### src/rtl/control_pkg.sv
// -----------------------------------------------------------------------------
// control_pkg
//   Shared types and constants for the multicycle RV32I(+M) control unit:
//   FSM state enum, major opcodes, funct7 patterns, ALU operation codes,
//   PC-source and writeback-source encodings, and the instruction class enum
//   produced by the decoder.
// -----------------------------------------------------------------------------
package control_pkg;

    typedef enum logic [2:0] {
        ST_FETCH,
        ST_DECODE,
        ST_EXECUTE,
        ST_MEMORY,
        ST_WRITEBACK,
        ST_TRAP
    } state_e;

    localparam logic [6:0] OPC_LUI    = 7'b0110111;
    localparam logic [6:0] OPC_AUIPC  = 7'b0010111;
    localparam logic [6:0] OPC_JAL    = 7'b1101111;
    localparam logic [6:0] OPC_JALR   = 7'b1100111;
    localparam logic [6:0] OPC_BRANCH = 7'b1100011;
    localparam logic [6:0] OPC_LOAD   = 7'b0000011;
    localparam logic [6:0] OPC_STORE  = 7'b0100011;
    localparam logic [6:0] OPC_OP_IMM = 7'b0010011;
    localparam logic [6:0] OPC_OP     = 7'b0110011;

    localparam logic [6:0] F7_BASE   = 7'b0000000;
    localparam logic [6:0] F7_ALT    = 7'b0100000;
    localparam logic [6:0] F7_MULDIV = 7'b0000001;

    typedef enum logic [3:0] {
        ALU_ADD    = 4'd0,
        ALU_SUB    = 4'd1,
        ALU_AND    = 4'd2,
        ALU_OR     = 4'd3,
        ALU_XOR    = 4'd4,
        ALU_SLT    = 4'd5,
        ALU_SLTU   = 4'd6,
        ALU_SLL    = 4'd7,
        ALU_SRL    = 4'd8,
        ALU_SRA    = 4'd9,
        ALU_MUL    = 4'd10,
        ALU_MULH   = 4'd11,
        ALU_MULHSU = 4'd12,
        ALU_MULHU  = 4'd13
    } alu_op_e;

    typedef enum logic [3:0] {
        PC_HOLD   = 4'b0000,
        PC_PLUS4  = 4'b0100,
        PC_REL    = 4'b0110,
        PC_JALR   = 4'b0101
    } pc_sel_e;

    typedef enum logic [1:0] {
        WB_ALU = 2'b00,
        WB_MEM = 2'b01,
        WB_PC4 = 2'b10,
        WB_IMM = 2'b11
    } wb_sel_e;

    typedef enum logic [3:0] {
        CLS_ALU_REG,
        CLS_ALU_IMM,
        CLS_MUL,
        CLS_LOAD,
        CLS_STORE,
        CLS_BRANCH,
        CLS_LUI,
        CLS_AUIPC,
        CLS_JAL,
        CLS_JALR
    } instr_class_e;

    // Base-ISA ALU op for a funct3; alt selects SUB/SRA on the alternate funct7.
    function automatic alu_op_e alu_op_from_funct3(input logic [2:0] f3, input logic alt);
        alu_op_e op;
        case (f3)
            3'b000:  op = alt ? ALU_SUB : ALU_ADD;
            3'b001:  op = ALU_SLL;
            3'b010:  op = ALU_SLT;
            3'b011:  op = ALU_SLTU;
            3'b100:  op = ALU_XOR;
            3'b101:  op = alt ? ALU_SRA : ALU_SRL;
            3'b110:  op = ALU_OR;
            default: op = ALU_AND;
        endcase
        return op;
    endfunction

endpackage

### src/rtl/instr_decoder.sv
// -----------------------------------------------------------------------------
// instr_decoder
//   Purely combinational opcode/funct classification.
//   Ports:
//     opcode_i, funct3_i, funct7_i : instruction fields from the IR
//     cls_o                        : instruction class
//     alu_op_o                     : ALU operation for the class
//     legal_o                      : 1 when the encoding is supported
//   SUPPORT_M = 1 enables MUL/MULH/MULHSU/MULHU; otherwise they are illegal.
// -----------------------------------------------------------------------------
module instr_decoder
    import control_pkg::*;
#(
    parameter int SUPPORT_M = 0
) (
    input  logic [6:0]   opcode_i,
    input  logic [2:0]   funct3_i,
    input  logic [6:0]   funct7_i,
    output instr_class_e cls_o,
    output alu_op_e      alu_op_o,
    output logic         legal_o
);

    always_comb begin
        // NOTE: every output gets a default first so no path leaves it unassigned (no latch).
        cls_o    = CLS_ALU_REG;
        alu_op_o = ALU_ADD;
        legal_o  = 1'b1;
        case (opcode_i)
            OPC_OP: begin
                if (funct7_i == F7_BASE) begin
                    alu_op_o = alu_op_from_funct3(funct3_i, 1'b0);
                end else if (funct7_i == F7_ALT && (funct3_i == 3'b000 || funct3_i == 3'b101)) begin
                    alu_op_o = alu_op_from_funct3(funct3_i, 1'b1);
                end else if (SUPPORT_M != 0 && funct7_i == F7_MULDIV && !funct3_i[2]) begin
                    cls_o = CLS_MUL;
                    case (funct3_i[1:0])
                        2'b00:   alu_op_o = ALU_MUL;
                        2'b01:   alu_op_o = ALU_MULH;
                        2'b10:   alu_op_o = ALU_MULHSU;
                        default: alu_op_o = ALU_MULHU;
                    endcase
                end else begin
                    legal_o = 1'b0;
                end
            end
            OPC_OP_IMM: begin
                cls_o = CLS_ALU_IMM;
                // funct7 is only an opcode extension for shifts; elsewhere it is immediate bits.
                alu_op_o = alu_op_from_funct3(funct3_i, funct3_i == 3'b101 && funct7_i == F7_ALT);
                if (funct3_i == 3'b001 && funct7_i != F7_BASE)
                    legal_o = 1'b0;
                if (funct3_i == 3'b101 && funct7_i != F7_BASE && funct7_i != F7_ALT)
                    legal_o = 1'b0;
            end
            OPC_LOAD: begin
                cls_o   = CLS_LOAD;
                legal_o = funct3_i inside {3'b000, 3'b001, 3'b010, 3'b100, 3'b101};
            end
            OPC_STORE: begin
                cls_o   = CLS_STORE;
                legal_o = funct3_i inside {3'b000, 3'b001, 3'b010};
            end
            OPC_BRANCH: begin
                cls_o   = CLS_BRANCH;
                legal_o = !(funct3_i inside {3'b010, 3'b011});
            end
            OPC_JALR: begin
                cls_o   = CLS_JALR;
                legal_o = (funct3_i == 3'b000);
            end
            OPC_JAL:   cls_o = CLS_JAL;
            OPC_LUI:   cls_o = CLS_LUI;
            OPC_AUIPC: cls_o = CLS_AUIPC;
            default:   legal_o = 1'b0;
        endcase
    end

endmodule

### src/rtl/multicycle_control_unit.sv
// -----------------------------------------------------------------------------
// multicycle_control_unit
//   Control FSM for a multicycle RV32I(+M) core: FETCH, DECODE, EXECUTE,
//   MEMORY, WRITEBACK, plus a sticky TRAP for illegal instructions and
//   memory timeouts. Emits control only.
//   Inputs : clk, reset (sync, active-high), opcode/funct3/funct7 from IR,
//            branch_taken, mem_ready, mul_done.
//   Outputs: pc_control, ir_write, alu_control, alu_src_imm, alu_op1_pc,
//            wb_sel, register_write_en, mem_req, mem_we, mem_addr_sel,
//            mem_size, mem_unsigned, mul_start, illegal_instr, bus_error,
//            instr_retired.
// -----------------------------------------------------------------------------
module multicycle_control_unit
    import control_pkg::*;
#(
    parameter int MEM_TIMEOUT = 16,
    parameter int SUPPORT_M   = 0
) (
    input  logic       clk,
    input  logic       reset,
    input  logic [6:0] opcode,
    input  logic [2:0] funct3,
    input  logic [6:0] funct7,
    input  logic       branch_taken,
    input  logic       mem_ready,
    input  logic       mul_done,
    output logic [3:0] pc_control,
    output logic       ir_write,
    output logic [3:0] alu_control,
    output logic       alu_src_imm,
    output logic       alu_op1_pc,
    output logic [1:0] wb_sel,
    output logic       register_write_en,
    output logic       mem_req,
    output logic       mem_we,
    output logic       mem_addr_sel,
    output logic [1:0] mem_size,
    output logic       mem_unsigned,
    output logic       mul_start,
    output logic       illegal_instr,
    output logic       bus_error,
    output logic       instr_retired
);

    localparam logic [7:0] TIMEOUT_C = MEM_TIMEOUT[7:0];

    state_e       state_q, state_d, st;
    logic [7:0]   cnt_q, cnt_d;
    logic         mul_busy_q, mul_busy_d;
    logic         illegal_q, illegal_d;
    logic         bus_err_q, bus_err_d;
    logic         mem_wait;
    logic         timeout_hit;
    instr_class_e cls;
    alu_op_e      alu_op;
    logic         legal;

    instr_decoder #(.SUPPORT_M(SUPPORT_M)) u_decoder (
        .opcode_i (opcode),
        .funct3_i (funct3),
        .funct7_i (funct7),
        .cls_o    (cls),
        .alu_op_o (alu_op),
        .legal_o  (legal)
    );

    always_ff @(posedge clk) begin
        // NOTE: state registers use non-blocking assignment so all update together at the edge.
        if (reset) begin
            state_q    <= ST_FETCH;
            cnt_q      <= '0;
            mul_busy_q <= 1'b0;
            illegal_q  <= 1'b0;
            bus_err_q  <= 1'b0;
        end else begin
            state_q    <= state_d;
            cnt_q      <= cnt_d;
            mul_busy_q <= mul_busy_d;
            illegal_q  <= illegal_d;
            bus_err_q  <= bus_err_d;
        end
    end

    // Flags are forced low during reset so reset presents pure FETCH outputs.
    assign illegal_instr = illegal_q & ~reset;
    assign bus_error     = bus_err_q & ~reset;

    always_comb begin
        // While reset is high the outputs behave as FETCH with no handshake.
        st                = reset ? ST_FETCH : state_q;
        state_d           = state_q;
        illegal_d         = illegal_q;
        bus_err_d         = bus_err_q;
        mem_wait          = 1'b0;
        timeout_hit       = (cnt_q >= TIMEOUT_C - 8'd1);
        pc_control        = PC_HOLD;
        ir_write          = 1'b0;
        alu_control       = ALU_ADD;
        alu_src_imm       = 1'b0;
        alu_op1_pc        = 1'b0;
        wb_sel            = WB_ALU;
        register_write_en = 1'b0;
        mem_req           = 1'b0;
        mem_we            = 1'b0;
        mem_addr_sel      = 1'b0;
        mem_size          = 2'b00;
        mem_unsigned      = 1'b0;
        mul_start         = 1'b0;
        instr_retired     = 1'b0;

        // ALU stays combinational from EXECUTE through WRITEBACK, so its
        // controls are held across all three to keep the result stable.
        if (st inside {ST_EXECUTE, ST_MEMORY, ST_WRITEBACK}) begin
            alu_control = alu_op;
            alu_src_imm = cls inside {CLS_ALU_IMM, CLS_LOAD, CLS_STORE, CLS_AUIPC};
            alu_op1_pc  = (cls == CLS_AUIPC);
            if (cls inside {CLS_LOAD, CLS_STORE}) begin
                mem_size     = funct3[1:0];
                mem_unsigned = (cls == CLS_LOAD) && funct3[2];
            end
        end

        case (st)
            ST_FETCH: begin
                mem_req = 1'b1;
                if (mem_ready && !reset) begin
                    ir_write = 1'b1;
                    state_d  = ST_DECODE;
                end else begin
                    mem_wait = 1'b1;
                    if (timeout_hit) begin
                        state_d   = ST_TRAP;
                        bus_err_d = 1'b1;
                    end
                end
            end
            ST_DECODE: begin
                if (legal) begin
                    state_d = ST_EXECUTE;
                end else begin
                    state_d   = ST_TRAP;
                    illegal_d = 1'b1;
                end
            end
            ST_EXECUTE: begin
                case (cls)
                    CLS_ALU_REG, CLS_ALU_IMM, CLS_LUI, CLS_AUIPC: state_d = ST_WRITEBACK;
                    CLS_MUL: begin
                        mul_start = !mul_busy_q;
                        if (mul_done)
                            state_d = ST_WRITEBACK;
                    end
                    CLS_LOAD, CLS_STORE: state_d = ST_MEMORY;
                    CLS_BRANCH: begin
                        pc_control    = branch_taken ? PC_REL : PC_PLUS4;
                        instr_retired = 1'b1;
                        state_d       = ST_FETCH;
                    end
                    default: begin  // JAL / JALR
                        register_write_en = 1'b1;
                        wb_sel            = WB_PC4;
                        pc_control        = (cls == CLS_JAL) ? PC_REL : PC_JALR;
                        instr_retired     = 1'b1;
                        state_d           = ST_FETCH;
                    end
                endcase
            end
            ST_MEMORY: begin
                mem_req      = 1'b1;
                mem_addr_sel = 1'b1;
                mem_we       = (cls == CLS_STORE);
                if (mem_ready) begin
                    if (cls == CLS_STORE) begin
                        instr_retired = 1'b1;
                        pc_control    = PC_PLUS4;
                        state_d       = ST_FETCH;
                    end else begin
                        state_d = ST_WRITEBACK;
                    end
                end else begin
                    mem_wait = 1'b1;
                    if (timeout_hit) begin
                        state_d   = ST_TRAP;
                        bus_err_d = 1'b1;
                    end
                end
            end
            ST_WRITEBACK: begin
                register_write_en = 1'b1;
                case (cls)
                    CLS_LOAD: wb_sel = WB_MEM;
                    CLS_LUI:  wb_sel = WB_IMM;
                    default:  wb_sel = WB_ALU;
                endcase
                pc_control    = PC_PLUS4;
                instr_retired = 1'b1;
                state_d       = ST_FETCH;
            end
            ST_TRAP: state_d = ST_TRAP;
            default: state_d = ST_FETCH;
        endcase

        // Wait counter: restarts on any state change and saturates, never wraps.
        if (state_d != state_q)
            cnt_d = '0;
        else if (mem_wait && cnt_q != TIMEOUT_C)
            cnt_d = cnt_q + 8'd1;
        else
            cnt_d = cnt_q;

        // Marks EXECUTE cycles after the first so mul_start pulses only once.
        mul_busy_d = (state_q == ST_EXECUTE) && (state_d == ST_EXECUTE);
    end

endmodule

### config.mk
export PLATFORM = sky130hd
export DESIGN_NAME = multicycle_control_unit
export DESIGN_NICKNAME = d
export VERILOG_FILES = /design/src/rtl/control_pkg.sv /design/src/rtl/instr_decoder.sv /design/src/rtl/multicycle_control_unit.sv
export SDC_FILE = /design/constraint.sdc
export NUM_CORES = 1
export LEC_CHECK = 0
export CAP_MARGIN = 20
export CORE_MARGIN = 4
export CORE_UTILIZATION = 30
export DETAILED_ROUTE_END_ITERATION = 16
export SKIP_CTS_REPAIR_TIMING = 1
export SYNTH_ARGS = -nofsm -noshare
export SYNTH_HDL_FRONTEND = slang
export SYNTH_SLANG_ARGS = --single-unit
### constraint.sdc
create_clock -name clk -period 2.7 [get_ports clk]
set_input_delay 0.54 -clock clk [delete_from_list [all_inputs] [get_ports clk]]
set_output_delay 0.54 -clock clk [all_outputs]
set_load 0.01 [all_outputs]
# Word-level counts from Yosys, hierarchy flattened
# Cells that the tools add are included.
# word_totals
ff_bits	14
latch_bits	0
ramBits	0
rom_bits	0
in_bits	22
out_inout_bits	24
elab_cells	140
n_memories	0
# op_classes
n_addsub	1
mul	0
n_div	0
n_lt_le_gt_ge	1
n_eq_ne	36
shift	0
n_mux	59
n_bitwise	4
reduce_logical	34
# ops
operator	n
4-bit one-hot mux with 7 select lines	3
4-bit one-hot mux with 8 select lines	1
7-bit by 6-bit == test with 1-bit output (second input constant)	4
3-bit two-way mux	9
1-bit two-way mux	26
7-bit == test (second input constant)	3
3-bit by 2-bit == test with 1-bit output (second input constant)	6
3-bit one-hot mux with 3 select lines	2
4-bit by 3-bit == test with 1-bit output (second input constant)	4
3-bit == test (second input constant)	5
3-bit one-hot mux with 5 select lines	1
7-bit by 5-bit == test with 1-bit output (second input constant)	2
4-bit two-way mux	3
2-bit two-way mux	5
1-bit logical AND	9
8-bit by 1-bit adder with 8-bit output (second input constant)	1
4-bit by 2-bit == test with 1-bit output (second input constant)	2
8-bit by 4-bit >= comparator with 1-bit output (second input constant)	1
8-bit by 5-bit inequality test with 1-bit output (second input constant)	1
2-bit one-hot mux with 2 select lines	2
4-bit one-hot mux with 2 select lines	1
8-bit OR reduction	1
7-bit by 2-bit == test with 1-bit output (second input constant)	1
7-bit zero test	1
other kinds (27)	41

# Depth between registers and ports, before layout
# Gate-level depths: netlist of run 1.
# depth
depth_word	10
ltp_mapped	8
depth_no_buf	7

# Cells and area by module
# Synthesis of run 1 repeated with hierarchy kept, for this count alone.
# hier_totals
cells_unflattened	227
area_unflattened_um2	1591.5
# by_module_without_submodules
mod	instances	cells_each	area_per_inst_um2	seq_area_each_um2
multicycle_control_unit	1	165	1187.4	280.3
instr_decoder	1	62	404.1	0.0

# Least setup slack after synthesis of run 1
# No wires, ideal clock.
# synth_timing
path_kind	input to output
from	input port opcode[3]
to	output port instr_retired
arrival_ps	1830
required_time_ps	2160
setup_slack_ps	330
cell_stages	5
n_path_buf	0
path_cell_list	or3_4 or2_2 nor3_1 a22oi_1 nand2_1
# synth_via
elab_chain_len	6
word_cells_on_any_way	21
cone_classes	eq/ne (14); mux (5); reduce/logical (2)
# synth_rtl
item	line	rtl
from (decl)	multicycle_control_unit.sv:21	input logic [6:0] opcode,
7-bit by 5-bit == test with 1-bit output, or another cell as far along	instr_decoder.sv:29	case (opcode_i)
4-bit one-hot mux with 8 select lines (*)	instr_decoder.sv:29	
4-bit by 1-bit == test with 1-bit output, or another cell as far along	multicycle_control_unit.sv:146	case (cls)
7-bit OR reduction (no line) / 1-bit two-way mux (equally long branches)	--	
1-bit two-way mux, on equally long branches	multicycle_control_unit.sv:146, multicycle_control_unit.sv:172	
1-bit one-hot mux with 3 select lines (*)	multicycle_control_unit.sv:123	case (st)
to (decl)	multicycle_control_unit.sv:42	output logic instr_retired
# Mark *: on every way between the ends. The rest lies on a longest branch, timed or not.

# Final worst setup path of run 1
# layout_timing
from	input port reset
to	output port pc_control[2]
# layout_via
elab_chain_len	3
word_cells_on_any_way	5
cone_classes	eq/ne (3); mux (2)
# layout_rtl
item	line	rtl
from (decl)	multicycle_control_unit.sv:20	input logic reset,
3-bit two-way mux (*)	multicycle_control_unit.sv:90	st = reset ? ST_FETCH : state_q;
3-bit == test / 3-bit by 2-bit == test with 1-bit output (equally long branches)	multicycle_control_unit.sv:123	
3-bit one-hot mux with 3 select lines (*)	multicycle_control_unit.sv:123	
to (decl)	multicycle_control_unit.sv:27	output logic [3:0] pc_control,
# Marks and branches as above.

==> results.ini, run 1 <==
[synth]
synthMuxAreaShare_pct = 3.714
syn_area_per_cell_um2 = 7.130
ys_seq_area_share_pct = 19.31
syn_inst = 189
synth_cell_types = 51
ys_seq_elements = 13
netlist_area_um2 = 1348
synthSimpleGateAreaFrac_pct = 37.60
yosys_warnings = 0
synth.area.top_cells = dfxtp_1 (19%), nor2_1 (6.7%), nand2b_1 (4.2%)
synth_edf_count = 0
yosysTopAreaCell = dfxtp_1
synthAdderAreaFrac_pct = 1.857
synth_compound_area_share_pct = 22.47
synth_top_family_by_area = simple AND/OR/NAND/NOR gates
synth_ff_type = dfxtp_1
synth_top_area_share_pct = 19.31
async_reset_ff_share_pct = 0
synth-xor-area-share_pct = 6.500

[global_routing]
grt_first_pass_wirelength_um = 6858
grt_max_degree = 15
gr-total-overflow = 0
antenna_found_initial = 0
grt_usage_pct = 15.37
grt_pass1_vias = 1511

[timing]
period_needed_ps = 2644
fmax_mhz = 378.3
slew_headroom_pct = 49.57
finClkSkew_ps = 2.452
period_share_pct = 97.91
fin_ws_ps = 56.32
slew_viol_final = 0
final.setup.tns_ps = 0
finalSetupViolCount = 0
whs_ps = 464.8
finalHoldViolCount = 0
worst_pin_slew_ps = 746.7

[detailed_routing]
wl_per_cell_um = 13.86
dr.pass1.iters = 4
postRouteAntennaNets = 0
vias = 1625
viasPerCell = 5.094
drc = 0
drt_wl_total_um = 4420
drt_iter0_drc = 67

[cells_and_area]
nets = 292
layout_common_cells = buf_4 (42), dlymetal6s2s_1 (25), nor2_1 (22)
regArea_um2 = 260.3
multi_input_area_um2 = 1059
fillers = 438
layout-drive-gt1-share_pct = 25.84
area_growth_pct = 67.60
antennaDiodeCount = 0
final_common_cell = buf_4
final_cells = 319

[clock_network]
cts_buffers = 3
cts.sink_count = 13
cts_root_buf = clkbuf_8
cts_tree = done
cts_htree_levels = 1
cts_buffer_depth = 2
clkLatencyLatePin_ps = 250
path_clk_slew_ps = 60

[floorplan]
pin_count = 46
rows = 24
die_w_um = 75.02
die_area_um2 = 5628
core_area_um2 = 4354
initial_utilization_pct = 30.95
die_y_um = 75.02

[power]
leakagePower_nw = 1.310
peakVddDrop_v = 0.0002577
power_mw = 0.6666
p_per_area_nw_per_um2 = 295.2

[placement]
post-place-ws_ps = -459.4
gp_congestion = 0.8237
dp_cells = 311
io_buffers = 42
detailed_place_hpwl_um = 3367

[job]
cap_violations = 0

[critical_path]
required_ps = 2160
path_class = in2out
arrival_ps = 2100
start_kind = input pin
cp_max_fo = 2
crit_path_end_kind = primary output

[min_path]
hold_path.class = reg2reg

[status]
status = complete, no violations

## area by class of cell
| cell class | count | share of cell area, % |
|---|---|---|
| Clock buffer | 3 | 1.828 |
| Clock inverter | 1 | 0.2216 |
| Inverter | 12 | 1.994 |
| Multi-Input combinational cell | 154 | 46.87 |
| Sequential cell | 13 | 11.52 |
| Tap cell | 52 | 2.881 |
| Timing Repair Buffer | 84 | 34.68 |
## Yosys cell counts (2+ instances only)
cell type,n
a211oi_1,3
nand2_1,13
nor2_1,24
nor3b_1,3
xor2_1,5
buf_4,3
inv_1,12
nor3_1,6
o21a_1,2
a31oi_1,4
o31ai_1,2
buf_2,5
ha_1,2
a2111oi_0,2
nand3_1,8
nand4_1,3
clkbuf_1,2
nand2b_4,2
mux2i_1,5
a21oi_1,7
o21bai_1,2
nor2b_1,4
nor4_1,3
xnor2_1,5
dfxtp_1,13
nand2b_1,9
a21o_1,2
and3_1,7
o21ai_0,7
o311a_1,2
or3_1,2
## registers in the layout, indices dropped and copies added (netlist names)
name	flops
illegal_q	1
cnt_q	8
bus_err_q	1
state_q	3
## cell families (layout without fill, tap and decap cells)
group | Yosys count | count (layout)
other | 1 | 2
AOI/OAI and AO/OA | 43 | 43
adders and majority gates | 2 | 2
DFF | 13 | 13
xor gates and xnor gates | 10 | 10
muxes | 5 | 5
buffers and inverters | 23 | 100
and+or+nand+nor | 92 | 92
## critical path: stages
cell and delay, ps:
clkdlybuf4s50_1 420, or4b_4 550, nor2_2 120, buf_4 110, buf_4 90, a22oi_2 50
nand2_1 70, dlymetal6s2s_1 150
## worst paths after layout
path                  start       endpoint  slack [ps]  cells past startpoint
setup / recovery      reset  pc_control[2]          60                      8
setup reg to reg   cnt_q[4]       cnt_q[2]         730                      6
hold reg to reg   bus_err_q      bus_err_q         460                      2
hold / removal    bus_err_q      bus_err_q         460                      2
## stage by stage
| stage | area (um^2) | util (%) |
|---|---|---|
| 2_1_floorplan | 1351 | - |
| 3_3_place_gp | 2056 | 47.21 |
| 3_5_place_dp | 2056 | 47.21 |
| 4_1_cts | 2102 | 48.28 |
| 5_1_grt | 2258 | 51.87 |
| 6_report | 2258 | 51.87 |
## power breakdown
part / switching [mW] / internal, mW / leakage (nW)
Sequential: 0.0105 / 0.206 / 0.106
Combinational: 0.137 / 0.138 / 1.18
Clock: 0.0732 / 0.102 / 0.0255
Total: 0.221 / 0.446 / 1.31
## layer usage
metal	routed length (um)	share of wire, %	GRT usage (%)
met5	0	0	0
met4	50	1.1	4.150
met3	342	7.7	2.136
met2	1873	42	24.18
met1	2155	49	21.92
No activity file was read; power rests on OpenSTA's default activity.
==> run 2: changes to the inputs <==
--- a/config.mk
+++ b/config.mk
@@ -11,2 +11,3 @@
 export DETAILED_ROUTE_END_ITERATION = 16
+export DONT_BUFFER_PORTS = 1
 export SKIP_CTS_REPAIR_TIMING = 1
@@ -14,2 +15,3 @@
 export SYNTH_HDL_FRONTEND = slang
+export SYNTH_HIERARCHICAL = 1
 export SYNTH_SLANG_ARGS = --single-unit
--- a/constraint.sdc
+++ b/constraint.sdc
@@ -3,2 +3,2 @@
 set_output_delay 0.54 -clock clk [all_outputs]
-set_load 0.01 [all_outputs]
+set_load 0.005 [all_outputs]
==> run 2 against run 1 <==
Compared with the run above: maximum frequency is essentially flat; critical path type unchanged; hold slack lost 110 ps; clock power shrank 3%; largest power group is now sequential cells; via count grew 3.8%; final cell count shrank 6.0%; die area grew 16%; synthesized cell count grew 20%; routed wire length shrank 1.8%; combinational power shrank 57%; core utilization shrank 17 points; area after synthesis grew 18%; first-iteration DRC count grew 24%.
==> results.ini, run 2 <==
[status]
status = complete, no violations

[cells_and_area]
fillers = 585
largest-register = cnt_q
area_growth_pct = 12.42
layout_common_cells = nor2_1 (22), buf_4 (18), nand2_1 (15), a21oi_1 (15), dfxtp_1 (14)
largest_register_ff_count = 8
antennaDiodeCount = 0
final_area_um2 = 1789
nets = 256
reg.largest.list = cnt_q x8, state_q x3
fin_util_pct = 34.81
final_common_cell = nor2_1
layout-drive-gt1-share_pct = 15.65

[synth]
ys_seq_area_share_pct = 17.61
netlist_area_um2 = 1592
synth_top_area_share_pct = 17.61
syn_area_per_cell_um2 = 7.011
syn_inst = 227
syn-num-nets = 251
synth_ff_type = dfxtp_1
yosysMostFrequentCell = nor2_1
netlist_top_cells_count = nor2_1 (22), a21oi_1 (15), nand2_1 (15)
yosysTopAreaCell = dfxtp_1
ys_seq_elements = 14
yosys_warnings = 6
synth_cell_types = 53
synth.area.top_cells = dfxtp_1 (18%), nor2_1 (5.2%), a21oi_1 (4.7%)
async_reset_ff_share_pct = 0
synth_edf_count = 0

[timing]
final.setup.tns_ps = 0
slew_headroom_pct = 56.21
finalSetupViolCount = 0
finClkSkew_ps = 6.461
fmax_mhz = 378.3
period_share_pct = 97.92
finalHoldViolCount = 0
worst_pin_slew_ps = 656.9
whs_ps = 359.2
slew_viol_final = 0
period_needed_ps = 2644

[power]
leakagePower_nw = 0.5866
p_per_area_nw_per_um2 = 285.0
seq_power_share_pct = 43.4
pwr-share-comb_pct = 23.2
power_frac_clock_pct = 33.4
p_int_mw = 0.3660
swShare_pct = 28.24
p_switching_mw = 0.1440
peakVddDrop_v = 0.0001349

[clock_network]
cts_buffers = 3
path_clk_slew_ps = 60
cts_htree_levels = 1
cts_tree = done
cts.sink_count = 14
cts_buffer_depth = 2
clkLatencyLatePin_ps = 250
cts_root_buf = clkbuf_8

[floorplan]
die_w_um = 80.84
die_area_um2 = 6534
rows = 26
core_area_um2 = 5140
pin_count = 46
initial_utilization_pct = 30.96
die_y_um = 80.84

[detailed_routing]
drt_wl_total_um = 4341
drt_iter0_drc = 83
vias = 1686
wl_per_cell_um = 14.47
postRouteAntennaNets = 0
dr.pass1.iters = 4
viasPerCell = 5.620
drc = 0

[critical_path]
cpPeakStageDelay_ps = 640
cp_max_fo = 9
r2r-start = state_q[0]
path_cells = nand3b_4, buf_4, a21oi_1, buf_4, or4b_2, o31ai_1
crit_path_frequent_cell = buf_4
required_ps = 2160
reg2reg_depth = 6
arrival_ps = 2100
reg2reg_slack_ps = 680
crit_path_end_kind = primary output
cp_slowest_cell = or4b_2
start_kind = input pin
r2r_end = cnt_q[5]
path_class = in2out

[min_path]
hold_depth = 1
min_from = reset
hold_path.class = in2reg
min_to = bus_err_q

[global_routing]
grt_first_pass_wirelength_um = 7383
grt_max_degree = 21
grt_usage_pct = 13.85
grt_pass1_vias = 1585
gr-total-overflow = 0
antenna_found_initial = 0

[placement]
gp_congestion = 0.7993
io_buffers = 0
dpl_cell_area_um2 = 1723
detailed_place_hpwl_um = 3301

[job]
cap_violations = 0

## run 2: cell count changes in the layout (fill, tap and decap cells not counted), moves of 3 or more
cell	before	now
and3_1	6	1
clkdlybuf4s50_1	14	0
buf_4	42	18
a21oi_1	6	15
nor2b_1	4	7
and2_1	0	6
nand2_1	12	15
nor3_1	4	11
nor4_1	1	12
nand3b_1	0	6
o21ai_0	6	10
buf_2	3	0
inv_1	12	9
dlymetal6s2s_1	25	0
## run 2: power groups by stage
stage               clock network, mW  logic, mW  registers, mW
finish                          0.170      0.118          0.221
global route                    0.192      0.135          0.222
CTS                             0.176      0.113          0.221
floorplan                           0      0.104          0.222
global placement                    0      0.112          0.225
detailed placement                  0      0.112          0.226
## run 2: critical path, delay by kind of cell
kind	cells	cell delay (ps)
buf+inv	2	320
compound gates	2	460
simple gates	2	770
## run 2: kinds of logic (layout without fill, tap and decap cells)
kind of cell	after synthesis	count (layout)	synth area share (%)
AOI/OAI and AO/OA	51	51	21.54
buffers and inverters	27	30	7.862
other	1	1	0.2356
xor gates and xnor gates	9	9	4.952
DFF	14	14	17.61
and+or+nand+nor	118	118	43.08
muxes	5	5	3.145
adders and majority gates	2	2	1.572
## run 2: cell type report
type                       count  area [um^2]  area share, %
multi-input combinational    186         1211          67.69
timing repair buffer          18        135.1          7.552
clock buffer                   3        41.29          2.308
inverter                       9        33.78          1.888
tap                           70        87.58          4.895
sequential                    14        280.3          15.66
## run 2: worst max path at each step
stage | depth (start not counted) | slack, ps | from | endpoint
floorplan | 9 | 4 | opcode[6] | cnt_q[0]
global placement | 9 | -180 | opcode[3] | cnt_q[0]
detailed placement | 9 | -260 | opcode[3] | cnt_q[3]
CTS | 9 | -7 | opcode[3] | cnt_q[3]
global route | 6 | -4 | opcode[3] | instr_retired
finish | 6 | 60 | opcode[3] | pc_control[2]
## run 2: stage by stage
step           instances  total power, mW  setup slack [ps]
6_report             300           0.5100             56.29
5_1_grt              300           0.5484            -3.602
4_1_cts              300           0.5102            -7.270
3_5_place_dp         297           0.3380            -263.8
3_3_place_gp         297           0.3369            -181.6
2_1_floorplan        227           0.3261             4.283
## run 2: layer usage
metal  share of wire (%)  up-vias  global-route usage (%)
met5                   0        -                       0
met4                 1.3        0                   3.716
met3                 6.9        6                   3.769
met2                  45       40                   22.00
met1                  47      801                   18.39
li1                    -      839                       -
